[config.mk]
export PLATFORM = sky130hd
export DESIGN_NAME = if_fetch_unit
export DESIGN_NICKNAME = d
export VERILOG_FILES = /design/src/rtl/if_fetch_unit.sv
export SDC_FILE = /design/constraint.sdc
export NUM_CORES = 1
export LEC_CHECK = 0
export CAP_MARGIN = 40
export CELL_PAD_IN_SITES_DETAIL_PLACEMENT = 1
export CELL_PAD_IN_SITES_GLOBAL_PLACEMENT = 1
export CORE_MARGIN = 10
export CORE_UTILIZATION = 51
export CTS_BUF_LIST = sky130_fd_sc_hd__clkbuf_8 sky130_fd_sc_hd__clkbuf_16
export CTS_CLUSTER_SIZE = 20
export DETAILED_ROUTE_END_ITERATION = 8
export PLACE_DENSITY_LB_ADDON = 0.05
export SLEW_MARGIN = 30
export SYNTH_ARGS = -nofsm -noshare
export SYNTH_HDL_FRONTEND = slang
export SYNTH_SLANG_ARGS = --single-unit
[constraint.sdc]
create_clock -name clk -period 6.4 [get_ports clk]
set_input_delay 0.96 -clock clk [delete_from_list [all_inputs] [get_ports clk]]
set_output_delay 0.96 -clock clk [all_outputs]
set_load 0.01 [all_outputs]
[src/rtl/if_fetch_unit.sv]
// LC-3b instruction fetch stage: owns the fetch PC, runs the I-cache read handshake,
// and predicts the next PC with a direct-mapped BTB of 2-bit saturating counters.
`default_nettype none

module if_fetch_unit #(
    parameter int          BTB_IDX_BITS = 3,
    parameter logic [15:0] RESET_PC     = 16'h0000
) (
    input  logic        clk,
    input  logic        rst_n,
    input  logic        pipe_stall,
    input  logic        redirect_valid,
    input  logic [15:0] redirect_pc,
    input  logic        btb_upd_valid,
    input  logic [15:0] btb_upd_pc,
    input  logic [15:0] btb_upd_target,
    input  logic        btb_upd_taken,
    output logic        icache_read,
    output logic [15:0] icache_addr,
    input  logic        icache_resp,
    input  logic [15:0] icache_rdata,
    output logic        load_if_id,
    output logic        i_cache_stall,
    output logic [15:0] if_pc_out,
    output logic [15:0] if_ir_out,
    output logic        if_pred_taken_out,
    output logic        if_btb_hit_out,
    output logic [15:0] if_btb_target_out,
    output logic [15:0] if_flush_pc_out
);

    localparam int ENTRIES = 1 << BTB_IDX_BITS;
    localparam int TAG_W   = 16 - BTB_IDX_BITS - 1;

    typedef enum logic [1:0] {FETCH = 2'd0, HOLD = 2'd1, DROP = 2'd2} state_t;

    state_t      state, state_next;
    logic        active;
    logic [15:0] fetch_pc, fetch_pc_next;
    logic [15:0] hold_pc, hold_ir, drop_addr;
    logic        take_hold, take_drop;

    logic        presented;
    logic [15:0] pres_pc, pres_ir;

    logic                    btb_valid  [ENTRIES];
    logic [TAG_W-1:0]        btb_tag    [ENTRIES];
    logic [15:0]             btb_target [ENTRIES];
    logic [1:0]              btb_ctr    [ENTRIES];

    logic [BTB_IDX_BITS-1:0] look_idx;
    logic                    look_hit, look_taken;
    logic [15:0]             pc_plus2, next_pc;

    logic [BTB_IDX_BITS-1:0] upd_idx;
    logic [TAG_W-1:0]        upd_tag;
    logic                    upd_hit;
    logic                    unused_upd_bit0;

    // Which instruction (if any) is offered to IF/ID this cycle.
    always_comb begin
        presented = 1'b0;
        pres_pc   = 16'h0000;
        pres_ir   = 16'h0000;
        if (active && !redirect_valid) begin
            if (state == FETCH && icache_resp) begin
                presented = 1'b1;
                pres_pc   = fetch_pc;
                pres_ir   = icache_rdata;
            end else if (state == HOLD) begin
                presented = 1'b1;
                pres_pc   = hold_pc;
                pres_ir   = hold_ir;
            end
        end
    end

    assign look_idx   = pres_pc[BTB_IDX_BITS:1];
    assign look_hit   = presented && btb_valid[look_idx]
                        && (btb_tag[look_idx] == pres_pc[15:BTB_IDX_BITS+1]);
    assign look_taken = look_hit && btb_ctr[look_idx][1];
    assign pc_plus2   = pres_pc + 16'd2;
    assign next_pc    = look_taken ? btb_target[look_idx] : pc_plus2;

    always_comb begin
        state_next    = state;
        fetch_pc_next = fetch_pc;
        take_hold     = 1'b0;
        take_drop     = 1'b0;
        load_if_id    = 1'b0;
        icache_read   = 1'b0;
        icache_addr   = 16'h0000;
        if (!active) begin
            if (redirect_valid) fetch_pc_next = redirect_pc;
        end else begin
            case (state)
                FETCH: begin
                    icache_read = 1'b1;
                    icache_addr = fetch_pc;
                    if (redirect_valid) begin
                        fetch_pc_next = redirect_pc;
                        if (!icache_resp) begin
                            take_drop  = 1'b1;
                            state_next = DROP;
                        end
                    end else if (icache_resp) begin
                        if (!pipe_stall) begin
                            load_if_id    = 1'b1;
                            fetch_pc_next = next_pc;
                        end else begin
                            take_hold  = 1'b1;
                            state_next = HOLD;
                        end
                    end
                end
                HOLD: begin
                    if (redirect_valid) begin
                        fetch_pc_next = redirect_pc;
                        state_next    = FETCH;
                    end else if (!pipe_stall) begin
                        load_if_id    = 1'b1;
                        fetch_pc_next = next_pc;
                        state_next    = FETCH;
                    end
                end
                DROP: begin
                    // The stale read must finish at its original address.
                    icache_read = 1'b1;
                    icache_addr = drop_addr;
                    if (redirect_valid) fetch_pc_next = redirect_pc;
                    if (icache_resp)    state_next    = FETCH;
                end
                default: state_next = FETCH;
            endcase
        end
    end

    always_ff @(posedge clk or negedge rst_n) begin
        if (!rst_n) begin
            state     <= FETCH;
            active    <= 1'b0;
            fetch_pc  <= RESET_PC;
            hold_pc   <= 16'h0000;
            hold_ir   <= 16'h0000;
            drop_addr <= 16'h0000;
        end else begin
            state    <= state_next;
            active   <= 1'b1;
            fetch_pc <= fetch_pc_next;
            if (take_hold) begin
                hold_pc <= fetch_pc;
                hold_ir <= icache_rdata;
            end
            if (take_drop) drop_addr <= fetch_pc;
        end
    end

    assign upd_idx         = btb_upd_pc[BTB_IDX_BITS:1];
    assign upd_tag         = btb_upd_pc[15:BTB_IDX_BITS+1];
    assign upd_hit         = btb_valid[upd_idx] && (btb_tag[upd_idx] == upd_tag);
    assign unused_upd_bit0 = btb_upd_pc[0];

    always_ff @(posedge clk or negedge rst_n) begin
        if (!rst_n) begin
            for (int i = 0; i < ENTRIES; i++) btb_valid[i] <= 1'b0;
        end else if (btb_upd_valid) begin
            btb_valid[upd_idx] <= 1'b1;
        end
    end

    always_ff @(posedge clk) begin
        if (btb_upd_valid) begin
            btb_tag[upd_idx]    <= upd_tag;
            btb_target[upd_idx] <= btb_upd_target;
            if (upd_hit) begin
                if (btb_upd_taken)
                    btb_ctr[upd_idx] <= (btb_ctr[upd_idx] == 2'b11) ? 2'b11 : btb_ctr[upd_idx] + 2'd1;
                else
                    btb_ctr[upd_idx] <= (btb_ctr[upd_idx] == 2'b00) ? 2'b00 : btb_ctr[upd_idx] - 2'd1;
            end else begin
                btb_ctr[upd_idx] <= btb_upd_taken ? 2'b10 : 2'b01;
            end
        end
    end

    assign i_cache_stall     = !presented;
    assign if_pc_out         = pres_pc;
    assign if_ir_out         = pres_ir;
    assign if_pred_taken_out = look_taken;
    assign if_btb_hit_out    = look_hit;
    assign if_btb_target_out = look_hit ? btb_target[look_idx] : 16'h0000;
    assign if_flush_pc_out   = presented ? pc_plus2 : 16'h0000;

endmodule

`default_nettype wire

======== After elaboration in Yosys (flattened, before gate mapping) ========
Memories as Yosys holds them, arrays and structs flattened.
Cells that the tools add are included.
word-level totals
  bits in registers ....................... 75
  latch bits .............................. 0
  RAM bits ................................ 240
  ROM bits ................................ 0
  input port bits ......................... 71
  output and inout port bits .............. 85
  word-level logic and storage cells ...... 126
  memories ................................ 3
operators by class
  $add $sub $neg .......................... 3
  multipliers ............................. 0
  div/mod/pow operators ................... 0
  order comparisons ....................... 3
  equal/unequal tests ..................... 12
  shift-type cells ........................ 0
  multiplexer cells ....................... 72
  bitwise operators ....................... 5
  reductions and logical operators ........ 14
memories
  name        words  width  rd ports  clocked after Yosys merged registers in  write ports  RTL line  source
  btb_target  8      16     1         0                                        1            48        logic [15:0] btb_target [ENTRIES];
  btb_tag     8      12     2         0                                        1            47        logic [TAG_W-1:0] btb_tag [ENTRIES];
  btb_ctr     8      2      2         0                                        1            49        logic [1:0] btb_ctr [ENTRIES];
operators by type and width
  kind                     number
  $mux W16                 16
  $pmux W16 S3             1
  $mux W1                  37
  $pmux W16 S2             1
  $eq A12 B12 Y1           2
  $mux W2                  12
  $add A16 B2 Y16 const B  1
  $ne A3 B3 Y1 const B     4
  $ge A4 B4 Y1 const B     2
  $not A3 Y4               2
  $or A8 B8 Y8             1
  $logic_and A1 B1 Y1      7
  $bmux W1 S3              2
  $pmux W2 S3              1
  $reduce_and A6 Y1        1
  $eq A2 B2 Y1 const B     2
  $logic_not A2 Y1         2
  $lt A4 B1 Y1 const B     1
  $ne A4 B1 Y1 const B     1
  $ne A4 B4 Y1 const B     1
  $demux W1 S3             1
  $add A2 B1 Y2 const B    1
  $eq A2 B1 Y1 const B     1
  $logic_not A1 Y1         2
  other kinds (6)          7

======== Logic depth before layout (Yosys ltp) ========
  depth after elaboration ................. 17
  mapped depth ............................ 18
  gate-level depth less buffers ........... 14

======== Worst setup path before layout ========
No wires, ideal clock.
  path kind ............................... input-to-output
  start point ............................. input port redirect_valid
  end point ............................... output port if_flush_pc_out[15]
  data arrival time ....................... 4.259 ns
  required time ........................... 5.440 ns
  path slack .............................. 1.181 ns
  cell stages on the path ................. 15
  path buffers ............................ 6
  cells stage by stage .................... buf_2 > nor2b_1 > buf_2 > o211ai_4 > inv_2 > buf_6 > buf_2 > buf_1 > buf_1 > ha_1 > o21ai_0 > nor4_1 > nand4_1 > a211oi_1 > xor2_1
between the ends
  longest elaborated chain between the ends .. 5
  elaborated cells on any way between the ends .. 6
  those cells by class .................... 1 x add/sub; 3 x mux; 2 x reduce/logical
ends and longest elaborated chain
  what                    RTL line  source
  start, declared         12        input logic redirect_valid,
  $logic_not A1 Y1        65        if (active && !redirect_valid) begin
  $logic_and A1 B1 Y1     65
  $mux W16                65
  named net if_pc_out[2]  24        output logic [15:0] if_pc_out,
  $add A16 B2 Y16         82        assign pc_plus2 = pres_pc + 16'd2;
  $mux W16                192       assign if_flush_pc_out = presented ? pc_plus2 : 16'h0000;
  end, declared           29        output logic [15:0] if_flush_pc_out
The timed path passes the listed nets, and every way through them passes these cells.

======== Worst setup path in the final report ========
  start point ............................. input port icache_resp
  end point ............................... output port if_btb_target_out[4]
between the ends
  longest elaborated chain between the ends .. 10
  elaborated cells on any way between the ends .. 15
  those cells by class .................... 1 x eq/ne; 8 x mux; 1 x bitwise; 3 x reduce/logical; 2 x memory
ends and longest elaborated chain
  what                                                                    RTL line  source
  start, declared                                                         20        input logic icache_resp,
  $logic_and A1 B1 Y1 *                                                   66        if (state == FETCH && icache_resp) begin
  parallel branches: the longest is 8 deep, another holds $mem_v2 Z8 W12  --
  $mux W16 *                                                              191       assign if_btb_target_out = look_hit ? btb_target[look_idx] : 16'h0000;
  end, declared                                                           28        output logic [15:0] if_btb_target_out,
Every way passes the cells marked *. The select of a mux whose other input is x is not followed.

==> impl_results.md <==
* Die width at 197 um
* Final nets at 1453
* Initial antenna violation count at 0
* Core ar. at 0.0307 mm2
* CP Max Fanout at 18
* Hold Buf Count CTS at 0
* Port bufs at 154
* Fin. max-slew vios at 0
* FILL cells at 2986
* Post-DR vias/cell at 6.58
* Switching pwr at 2340 uW
* Worst Setup Start Kind: input pin
* Setup crit end kind: output pin
* Clock power frac at 29.1%
* CP required at 5.44 ns
* Power share of the sequential group at 40.4%
* Vias in the first global route at 12371
* Total GRT Usage at 26.4%
* Design area at 0.0193 mm2
* CTS sink cnt at 315
* Die H at 197 um
* Seq cells post-synth at 315
* Hold Crit Class: input pin to asynchronous set/reset pin
* Worst Skew at 0.0229 ns
* Post-placement cell count at 1733
* VDD IR max at 0.217 mV
* Switching share of power at 34.4%
* Starting DRT DRC Count at 1114
* Tmin final at 6.10 ns
* Proportion of layout cells with a drive suffix above 1 at 19.1%
* Starting density of the core at 52.1%
* Via count at 11860
* Largest area contributor in the netlist: edfxtp_1
* CTS H-tree depth at 2
* Final setup viols at 0
* Worst slew pin tran at 0.858 ns
* FF+latch area at 0.00908 mm2
* Area post-placement at 0.0181 mm2
* RSZ-0062 raised after global routing: no
* FF-to-FF setup slack at 1.67 ns
* Sum Neg Setup Slack at 0 ns
* Status: finished clean
* RePlAce Congestion at 0.928
* Post-Layout Cell Count at 1802
* Post-synth top flop: edfxtp_1
* TritonCTS clock tree: yes
* CTS Buf Count at 36
* Synth area leaders: edfxtp_1, dfrtp_1, mux4_2
* Fmax at 0.164 GHz
* PwrDens at 353 mW/mm2
* Fin crit share at 95.3%
* Area delta synth->final at 20.3%
* Clock latency on the worst-skew pair at 0.54 ns
* Die ar. at 0.0389 mm2
* Total congestion overflow at 0
* Clock transition at the registers of the reported paths at 0.06 ns
* Critical path class: input pin to output pin
* Leakage Power at 0.00690 uW
* Synth cell types at 80
* WL/cell at 29.0 um
* Final antenna-violating net count at 0
* Reg-to-reg startpoint: state[0]
* Int Pwr at 4460 uW
* Slew margin rel. at 42.7%
* # DRC at 0
* First-pass GRT wire length at 78100 um
* Synth Warn # at 0
* Yosys top cell area share at 45.0%
* Row count at 64
* Crit path arrival time at 5.14 ns
* Post-synth EDFFs at 240
* Logic gate share of total power at 30.5%
* Synth Cell Area at 0.0160 mm2
* Async set-reset flop share out of synthesis at 23.8%
* Post-synthesis sequential area ratio at 56.7%
* Worst Reg2Reg Path Length in Cells at 15
* DP HPWL at 36000 um
* Most common cell after layout, fill and taps aside: edfxtp_1
* Leading cell types in the layout, fill and taps excluded: edfxtp_1, clkdlybuf4s50_1, nand2_1
* Clock root buffer: clkbuf_16
* Pin count of the biggest net entering global routing at 76
* Syn_area_per_cell at 13.2 um2
* Synthesized instance count at 1217
* Area of the multi-input gates at 0.00647 mm2
* Max_cap viols at 0
* Post-Syn Nets at 1292
* Detailed Routing Iterations Pass 1 at 5
* Routed wire length at 52200 um
* Io pins at 156
* R2r endpoint: fetch_pc[1]
* # diodes at 0
* Final hold vios at 0
* Max clock buf depth at 3
sequential cells by signal, indices dropped and copies added (netlist names):
| register | count |
|---|---|
| drop_addr | 16 |
| btb_valid | 8 |
| state | 2 |
| active | 1 |
| btb_ctr | 16 |
| hold_ir | 16 |
| btb_tag | 96 |
| btb_target | 128 |
| fetch_pc | 16 |
| hold_pc | 16 |
cell families (layout without fill, tap and decap cells):
logic type                 Yosys count  in the layout  synth area share [%]
buffers and inverters              110            299                  3.07
other                                1              1                0.0234
and+or+nand+nor                    330            330                  9.95
adders and majority gates            4              4                 0.313
muxes                              187            187                  16.9
DFF                                315            315                  56.7
xor gates and xnor gates            31             31                  1.70
AOI/OAI and AO/OA                  239            239                  11.3
worst max path at each step:
stage                   startpoint                     to  slack, ns  cells after the start
global placement       icache_resp   if_btb_target_out[4]       0.50                     15
finish                 icache_resp   if_btb_target_out[4]       0.30                     16
CTS                       state[0]   if_btb_target_out[4]       0.27                     15
detailed placement     icache_resp   if_btb_target_out[6]       0.39                     15
global route           icache_resp  if_btb_target_out[14]       0.03                     15
floorplan           redirect_valid    if_flush_pc_out[15]       1.18                     15
worst max-delay path, stage by stage:
cell and delay, ns:
clkdlybuf4s50_1 0.51, buf_4 0.23, and3_1 0.25, o211ai_4 0.20, inv_2 0.30, buf_4 0.25
nand2_1 0.09, a32oi_1 0.34, xnor2_1 0.13, nor4_1 0.32, buf_4 0.20, o21ai_1 0.07
nor4b_2 0.30, buf_4 0.23, nor2b_1 0.16, clkdlybuf4s50_1 0.58
cell usage after synthesis (11+ instances only):
| cell type | count |
|---|---|
| a211oi_1 | 11 |
| a21oi_1 | 39 |
| a221oi_1 | 15 |
| a22oi_1 | 19 |
| buf_1 | 21 |
| buf_2 | 20 |
| clkbuf_1 | 40 |
| dfrtp_1 | 75 |
| edfxtp_1 | 240 |
| inv_1 | 15 |
| mux2_2 | 54 |
| mux2i_1 | 70 |
| mux4_2 | 61 |
| nand2_1 | 96 |
| nand3_1 | 31 |
| nand4_1 | 13 |
| nor2_1 | 84 |
| nor2b_1 | 14 |
| nor3_1 | 15 |
| nor4_1 | 12 |
| o2111a_1 | 13 |
| o2111ai_1 | 12 |
| o211ai_1 | 19 |
| o21ai_0 | 27 |
| or3_1 | 12 |
| xnor2_1 | 25 |
layer usage:
metal	routed length (um)	GRT usage, %
met1	20900	34.5
met4	1640	9.31
met2	25400	43.2
met3	4320	5.32
met5	0	0
power by group through the flow:
stage	clock, uW	combinational (uW)	sequential (uW)
CTS	2010	2040	2740
global route	2090	2230	2770
finish	1980	2070	2750
detailed placement	0	2030	2780
floorplan	0	1340	2630
global placement	0	1960	2750
final cells by class:
| class | instances | share of cell area (%) |
|---|---|---|
| repair buffers | 215 | 10.4 |
| well taps | 396 | 2.57 |
| multi-input cells | 792 | 33.6 |
| clock inverters | 28 | 1.07 |
| inverters | 18 | 0.351 |
| clock buffers | 38 | 4.82 |
| flip-flops and latches | 315 | 47.2 |
what timing repair did:
item                       in CTS  in global routing
setup endpoints to repair       0                 13
resized for setup               0                  1
buffers inserted                0                  0
stage by stage:
stage / total power [uW] / hold slack, ns / setup slack [ns] / util, %
6_report: 6800 / 0.461 / 0.300 / 62.6
5_1_grt: 7090 / 0.510 / 0.0269 / 62.6
4_1_cts: 6790 / 0.482 / 0.267 / 62.5
3_5_place_dp: 4810 / 0.488 / 0.385 / 58.8
3_3_place_gp: 4720 / 0.473 / 0.503 / 58.7
2_1_floorplan: 3970 / 0.451 / 1.18 / -
Power figures use the tool's default switching activity.
